## config.mk

```make
export PLATFORM = sky130hd
export DESIGN_NAME = nor_wb_arbiter
export DESIGN_NICKNAME = d
export VERILOG_FILES = /design/src/rtl/nor_wb_arbiter.sv
export SDC_FILE = /design/constraint.sdc
export NUM_CORES = 1
export LEC_CHECK = 0
export ABC_AREA = 1
export CAP_MARGIN = 30
export CORE_ASPECT_RATIO = 1.5
export CORE_MARGIN = 8
export CORE_UTILIZATION = 25
export DETAILED_ROUTE_END_ITERATION = 16
export PLACE_DENSITY = 0.95
export SYNTH_ARGS = -nofsm -noshare
export SYNTH_HDL_FRONTEND = slang
export SYNTH_SLANG_ARGS = --single-unit
```

## constraint.sdc

```tcl
create_clock -name clk_i -period 4.99 [get_ports clk_i]
set_clock_uncertainty 0.15 [all_clocks]
set_input_delay 1.497 -clock clk_i [delete_from_list [all_inputs] [get_ports clk_i]]
set_output_delay 1.497 -clock clk_i [all_outputs]
set_load 0.005 [all_outputs]
```

## src/rtl/nor_wb_arbiter.sv

```systemverilog
// nor_wb_arbiter
// Two-master Wishbone (pipelined) arbiter in front of the NOR flash controller.
// Master 0 is the QSPI command FSM, master 1 the debug/scan requester.
// Ownership is held for the whole bus cycle (no pre-emption). Between owners the
// FSM passes through a one-clock TURN state. Simultaneous requests from IDLE
// alternate between the masters.
// Optional ack-wait watchdog: define NOR_WB_ARBITER_TIMEOUT_EN to build it.
// Without the macro, timeout_o is tied low and the arbiter waits forever for ack.
module nor_wb_arbiter #(
  parameter int DATABITS       = 16,
  parameter int TIMEOUT_CYCLES = 1024
) (
  input  logic                clk_i,
  input  logic                reset_i,
  // master 0
  input  logic                m0_cyc_i,
  input  logic                m0_stb_i,
  input  logic                m0_we_i,
  input  logic [31:0]         m0_adr_i,
  input  logic [DATABITS-1:0] m0_dat_i,
  output logic                m0_ack_o,
  output logic                m0_err_o,
  output logic                m0_stall_o,
  output logic [DATABITS-1:0] m0_dat_o,
  // master 1
  input  logic                m1_cyc_i,
  input  logic                m1_stb_i,
  input  logic                m1_we_i,
  input  logic [31:0]         m1_adr_i,
  input  logic [DATABITS-1:0] m1_dat_i,
  output logic                m1_ack_o,
  output logic                m1_err_o,
  output logic                m1_stall_o,
  output logic [DATABITS-1:0] m1_dat_o,
  // slave (NOR controller)
  output logic                s_cyc_o,
  output logic                s_stb_o,
  output logic                s_we_o,
  output logic [31:0]         s_adr_o,
  output logic [DATABITS-1:0] s_dat_o,
  input  logic                s_ack_i,
  input  logic                s_err_i,
  input  logic                s_stall_i,
  input  logic [DATABITS-1:0] s_dat_i,
  // status
  output logic [1:0]          grant_o,
  output logic                timeout_o
);

  typedef enum logic [1:0] {
    ST_IDLE = 2'd0,
    ST_OWN0 = 2'd1,
    ST_OWN1 = 2'd2,
    ST_TURN = 2'd3
  } state_t;

  // Reject an out-of-range watchdog limit at elaboration time.
  if ((TIMEOUT_CYCLES < 2) || (TIMEOUT_CYCLES > 65535)) begin : g_timeout_range
    $error("nor_wb_arbiter: TIMEOUT_CYCLES must be within 2..65535");
  end

  state_t      r_state;
  logic        r_last;         // master granted most recently (1 -> m0 wins a tie)
  logic        r_arm;          // set one clock after reset release; gates first grant
  logic [4:0]  r_outstanding;  // accepted strobes still waiting for ack/err

  logic        w_own0;
  logic        w_own1;
  logic        w_owning;
  logic        w_own_cyc;
  logic        w_accept;
  logic        w_resp;
  logic        w_leave;
  logic        w_expire;

  assign w_own0   = (r_state == ST_OWN0);
  assign w_own1   = (r_state == ST_OWN1);
  assign w_owning = w_own0 | w_own1;

  // Owner's cyc line; low outside the owner states.
  always_comb begin
    w_own_cyc = 1'b0;
    case (r_state)
      ST_OWN0: w_own_cyc = m0_cyc_i;
      ST_OWN1: w_own_cyc = m1_cyc_i;
      default: w_own_cyc = 1'b0;
    endcase
  end

  // A strobe is taken by the slave when it is not stalling; responses only count
  // while a master owns the bus (anything arriving in IDLE/TURN is dropped).
  assign w_accept = s_stb_o & ~s_stall_i;
  assign w_resp   = w_owning & (s_ack_i | s_err_i);
  // Ownership ends when the owner drops cyc (possibly an abort) or the watchdog fires.
  assign w_leave  = w_owning & (w_expire | ~w_own_cyc);

  // Arbitration FSM: IDLE picks an owner, OWNx holds until release/expiry, TURN is a
  // one-clock gap so the other master gets a fair look in IDLE.
  always_ff @(posedge clk_i or posedge reset_i) begin
    if (reset_i) begin
      r_state <= ST_IDLE;
      r_last  <= 1'b1;
      r_arm   <= 1'b0;
    end else begin
      r_arm <= 1'b1;
      case (r_state)
        ST_IDLE: begin
          if (r_arm && m0_cyc_i && (!m1_cyc_i || r_last)) begin
            r_state <= ST_OWN0;
          end else if (r_arm && m1_cyc_i) begin
            r_state <= ST_OWN1;
          end else begin
            r_state <= ST_IDLE;
          end
        end
        ST_OWN0: begin
          if (w_expire || !m0_cyc_i) begin
            r_state <= ST_TURN;
            r_last  <= 1'b0;
          end else begin
            r_state <= ST_OWN0;
          end
        end
        ST_OWN1: begin
          if (w_expire || !m1_cyc_i) begin
            r_state <= ST_TURN;
            r_last  <= 1'b1;
          end else begin
            r_state <= ST_OWN1;
          end
        end
        ST_TURN: r_state <= ST_IDLE;
        default: r_state <= ST_IDLE;
      endcase
    end
  end

  // Outstanding-transaction counter: saturating at 0 and 31, zeroed on the way to TURN.
  always_ff @(posedge clk_i or posedge reset_i) begin
    if (reset_i) begin
      r_outstanding <= 5'd0;
    end else if (w_leave) begin
      r_outstanding <= 5'd0;
    end else if (w_owning) begin
      case ({w_accept, w_resp})
        2'b10: begin
          if (r_outstanding != 5'd31) begin
            r_outstanding <= r_outstanding + 5'd1;
          end else begin
            r_outstanding <= r_outstanding;
          end
        end
        2'b01: begin
          if (r_outstanding != 5'd0) begin
            r_outstanding <= r_outstanding - 5'd1;
          end else begin
            r_outstanding <= r_outstanding;
          end
        end
        default: r_outstanding <= r_outstanding;
      endcase
    end else begin
      r_outstanding <= 5'd0;
    end
  end

`ifdef NOR_WB_ARBITER_TIMEOUT_EN
  localparam logic [15:0] LP_WDOG_LAST = 16'(TIMEOUT_CYCLES - 1);

  logic [15:0] r_wdog;

  // Expiry is a decode of registered state, so err/timeout are glitch-free.
  assign w_expire = w_owning & (r_wdog == LP_WDOG_LAST);

  // Ack-wait watchdog: counts owner clocks with work pending and no response.
  always_ff @(posedge clk_i or posedge reset_i) begin
    if (reset_i) begin
      r_wdog <= 16'd0;
    end else if (!w_owning || w_leave || w_resp) begin
      r_wdog <= 16'd0;
    end else if (r_outstanding != 5'd0) begin
      r_wdog <= r_wdog + 16'd1;
    end else begin
      r_wdog <= r_wdog;
    end
  end
`else
  assign w_expire = 1'b0;
`endif

  assign timeout_o = w_expire;

  // One-hot owner indication.
  always_comb begin
    grant_o = 2'b00;
    case (r_state)
      ST_OWN0: grant_o = 2'b01;
      ST_OWN1: grant_o = 2'b10;
      default: grant_o = 2'b00;
    endcase
  end

  // Slave-side mux: owner's request lines, all zero in IDLE/TURN.
  always_comb begin
    s_cyc_o = 1'b0;
    s_stb_o = 1'b0;
    s_we_o  = 1'b0;
    s_adr_o = 32'h0000_0000;
    s_dat_o = {DATABITS{1'b0}};
    case (r_state)
      ST_OWN0: begin
        s_cyc_o = m0_cyc_i;
        s_stb_o = m0_stb_i;
        s_we_o  = m0_we_i;
        s_adr_o = m0_adr_i;
        s_dat_o = m0_dat_i;
      end
      ST_OWN1: begin
        s_cyc_o = m1_cyc_i;
        s_stb_o = m1_stb_i;
        s_we_o  = m1_we_i;
        s_adr_o = m1_adr_i;
        s_dat_o = m1_dat_i;
      end
      default: begin
        s_cyc_o = 1'b0;
        s_stb_o = 1'b0;
        s_we_o  = 1'b0;
        s_adr_o = 32'h0000_0000;
        s_dat_o = {DATABITS{1'b0}};
      end
    endcase
  end

  // Master 0 responses: slave lines when owning (err forced on expiry), else parked.
  always_comb begin
    m0_ack_o   = 1'b0;
    m0_err_o   = 1'b0;
    m0_stall_o = 1'b1;
    m0_dat_o   = {DATABITS{1'b0}};
    if (w_own0) begin
      m0_ack_o   = s_ack_i & ~w_expire;
      m0_err_o   = s_err_i | w_expire;
      m0_stall_o = s_stall_i;
      m0_dat_o   = s_dat_i;
    end else begin
      m0_ack_o   = 1'b0;
      m0_err_o   = 1'b0;
      m0_stall_o = 1'b1;
      m0_dat_o   = {DATABITS{1'b0}};
    end
  end

  // Master 1 responses: slave lines when owning (err forced on expiry), else parked.
  always_comb begin
    m1_ack_o   = 1'b0;
    m1_err_o   = 1'b0;
    m1_stall_o = 1'b1;
    m1_dat_o   = {DATABITS{1'b0}};
    if (w_own1) begin
      m1_ack_o   = s_ack_i & ~w_expire;
      m1_err_o   = s_err_i | w_expire;
      m1_stall_o = s_stall_i;
      m1_dat_o   = s_dat_i;
    end else begin
      m1_ack_o   = 1'b0;
      m1_err_o   = 1'b0;
      m1_stall_o = 1'b1;
      m1_dat_o   = {DATABITS{1'b0}};
    end
  end

endmodule

```

==> results.sh <==
export IMPL_slew_headroom=0.3752
export IMPL_cts_made_buffers=3
export IMPL_final_nets=617
export IMPL_insertion_delay_ns=0.22
export IMPL_critPathArrivalTime_ns=2.80
export IMPL_postSynthAreaPerCell_sq_um=4.663
export IMPL_vdd_ir_max_uv=607.3
export IMPL_drt_iter0_drc=133
export IMPL_yosysSeqAreaShare=0.07418
export IMPL_num_io_pins=215
export IMPL_worst_setup_path_type="input pin to output pin"
export IMPL_critical_path_source_type="input pin"
export IMPL_wirelength_microns=8471
export IMPL_core_area_sq_um=5368
export IMPL_drt_vias_per_instance=4.434
export IMPL_grt_pass1_vias=2383
export IMPL_worst_setup_path_startpoint="m1_adr_i[5]"
export IMPL_h_tree_depth=1
export IMPL_critical_path_reg2reg_startpoint="r_state[0]"
export IMPL_drc=0
export IMPL_total_of_warnings_raised_by_yosys=0
export IMPL_worst_path_largest_cell_delay_ns=0.56
export IMPL_startpoint_of_the_tightest_hold_check_path="r_last"
export IMPL_synthesis_area_sq_um=1366
export IMPL_hold_path_class="register to register"
export IMPL_cap_viol_max_count=0
export IMPL_timing_critical_path_mode_cell="sky130_fd_sc_hd__clkdlybuf4s50_1"
export IMPL_die_area_sq_um=8135
export IMPL_synth_xor_area_share=0
export IMPL_synth_compound_gate_area_share=0.1905
export IMPL_clock_sinks=4
export IMPL_clockBufferDepth=2
export IMPL_outcome="finished clean"
export IMPL_floorplan_initialDensity=0.2545
export IMPL_cts_tree="done"
export IMPL_final_routed_wire_length_divided_by_cell_count_microns=15.18
export IMPL_die_w_microns=76.36
export IMPL_final_setup_worst_slack_ns=0.5442
export IMPL_synth_area_mux_share=0
export IMPL_row_count=33
export IMPL_finalSetupViolCount=0
export IMPL_number_of_buffers_inserted_by_post_cts_setup_repair=0
export IMPL_crit_family="buffers and inverters"
export IMPL_critical_path_buf_inv_count=2
export IMPL_max_freq_mhz=224.9
export IMPL_final_hold_viol_count=0
export IMPL_die_height_microns=106.5
export IMPL_finalCritPeriodShare=0.8909
export IMPL_detailedPlace_worstSlack_ns=0.5474
export IMPL_synth_top_family_by_area="simple AND/OR/NAND/NOR gates"
export IMPL_number_of_diodes=0
export IMPL_timing_final_crit_period_ns=4.446
export IMPL_overflow=0
export IMPL_postLayoutCoreUtil=0.6517
export IMPL_grt_setup_unrepaired="no"
export IMPL_grt_usage=0.1881
export IMPL_least_margin_pin_slew_ns=0.9372
export IMPL_cts_hold_fix_buffers=0
export IMPL_gates_resized_cts_repair=0
export IMPL_port_buffers=213
export IMPL_synth_simple_area_share=0.4341
export IMPL_place_detailed_hpwl_microns=7036
export IMPL_clk_root_buf="sky130_fd_sc_hd__clkbuf_8"
export IMPL_design_power_total_uw=1225
export IMPL_final_setup_tns_ns=0
export IMPL_worstSetupEndpointType="output pin"
export IMPL_final_max_slew_viol_count=0
export IMPL_critical_path_peak_fanout=1
export IMPL_gp_congestion=0.8318
export IMPL_crit_slowest_cell="sky130_fd_sc_hd__clkdlybuf4s50_1"
export IMPL_drive_above_1_share=0.01844
export IMPL_powerDensity_nw_per_um2=350.2
export IMPL_synth_top_cell_area_share=0.4313
export IMPL_grt_start_max_net_pins=52
export IMPL_synth_net_count=421
export IMPL_synth_adder_area_share=0.04579
export IMPL_yosysUniqueCellTypes=14
export IMPL_post_synth_top_area_cell="sky130_fd_sc_hd__nand2_1"
export IMPL_antenna_violations_before_repair=0
export IMPL_postSynthRegisterBits=4
export IMPL_critPathRequiredTime_ns=3.34
export IMPL_area_growth_pct=156.0
export IMPL_post_synthesis_instance_total=293
export IMPL_drt_pre_antenna_iters=4
export IMPL_clkSlewWorstSetupHoldPaths_ns=0.03
export IMPL_worstPathCellList="clkdlybuf4s50_1, nand2_1, a21oi_1, clkdlybuf4s50_1"
export IMPL_via_count=2474
export IMPL_grt_pass1_wl_microns=12560
export IMPL_final_antenna_net_count=0
export IMPL_synth_area_top_cells="sky130_fd_sc_hd__nand2_1 43%, sky130_fd_sc_hd__a21oi_1 19%, sky130_fd_sc_hd__inv_1 13%"
export IMPL_leakage_dissipation_uw=0.001535
## worst reg2reg max path, stage by stage (launching register included)
cell                      delay [ns]
sky130_fd_sc_hd__dfrtp_1        0.39
sky130_fd_sc_hd__inv_1          0.12
sky130_fd_sc_hd__ha_2           0.81
sky130_fd_sc_hd__inv_1          0.16
sky130_fd_sc_hd__nand2_1        0.11
sky130_fd_sc_hd__nand2_1        0.05
sky130_fd_sc_hd__nand2_1        0.06
## through the flow
stage / area, sq um / hold WS [ns] / cells
after floorplan: 1366 / 0.3617 / 293
after global placement: 3453 / 0.3714 / 554
after detailed placement: 3453 / 0.3847 / 554
after CTS: 3498 / 0.3901 / 558
after global routing: 3498 / 0.4246 / 558
final: 3498 / 0.3877 / 558
## logic make-up after synthesis
logic type,count (synthesis)
AO/OA/AOI/OAI,52
AND/OR/NAND/NOR,158
flip-flops,4
other,2
adder cells (fa/ha/maj),5
buffers and inverters,72
## flip-flops by register name (all words and copies together) (netlist names)
name	cells
r_state	2
r_arm	1
r_last	1
## power by group
group / switching [uW] / internal [uW] / leakage [uW] / total (uW)
clock network: 19.5 / 54.8 / 0.0000228 / 74.3
registers: 7.85 / 45.0 / 0.0000484 / 52.8
logic: 559 / 538 / 0.00146 / 1100
total: 587 / 638 / 0.00154 / 1220
## layout by cell type, fill, tap and decap left out
cell,netlist,routed
sky130_fd_sc_hd__clkdlybuf4s50_1,0,213
sky130_fd_sc_hd__nand2_1,157,157
sky130_fd_sc_hd__a21oi_1,51,51
sky130_fd_sc_hd__inv_1,47,47
sky130_fd_sc_hd__ha_1,5,3
sky130_fd_sc_hd__clkbuf_8,0,3
sky130_fd_sc_hd__dfrtp_1,3,3
sky130_fd_sc_hd__inv_2,2,2
sky130_fd_sc_hd__ha_2,0,2
sky130_fd_sc_hd__conb_1,2,2
sky130_fd_sc_hd__o21ai_1,1,1
sky130_fd_sc_hd__nor2_1,1,1
sky130_fd_sc_hd__clkbuf_1,4,1
sky130_fd_sc_hd__buf_12,0,1
sky130_fd_sc_hd__dfstp_2,1,1
## per-layer routing
| layer | vias up | GRT usage | wire, microns |
|---|---|---|---|
| li1 | 1249 | - | - |
| met2 | 106 | 0.3762 | 4785 |
| met1 | 1108 | 0.1891 | 3031 |
| met3 | 11 | 0.04561 | 551 |
| met5 | - | 0 | 0 |
| met4 | 0 | 0.03729 | 103 |
## synthesized netlist by cell type
master	n
sky130_fd_sc_hd__a21oi_1	51
sky130_fd_sc_hd__buf_2	9
sky130_fd_sc_hd__buf_4	4
sky130_fd_sc_hd__buf_6	6
sky130_fd_sc_hd__clkbuf_1	4
sky130_fd_sc_hd__conb_1	2
sky130_fd_sc_hd__dfrtp_1	3
sky130_fd_sc_hd__dfstp_2	1
sky130_fd_sc_hd__ha_1	5
sky130_fd_sc_hd__inv_1	47
sky130_fd_sc_hd__inv_2	2
sky130_fd_sc_hd__nand2_1	157
sky130_fd_sc_hd__nor2_1	1
sky130_fd_sc_hd__o21ai_1	1
## path summary, 6_finish.rpt
kind                               to  slack, ns  depth (start not counted)
max                        s_adr_o[5]       0.54                          4
min                            r_last       0.39                          4
max reg2reg                r_state[1]       3.09                          6
min reg2reg                    r_last       0.39                          4
max in group asynchronous      r_last       3.15                          2
min in group asynchronous  r_state[1]       1.31                          2
## layout make-up
type | instances | area [sq um]
Multi-Input combinational cell | 217 | 928.4
Tap cell | 70 | 87.58
Sequential cell | 4 | 101.3
Clock buffer | 4 | 45.04
Inverter | 49 | 183.9
Fill cell | 462 | 1869
Timing Repair Buffer | 214 | 2152
(Power assumes the default switching activity.)
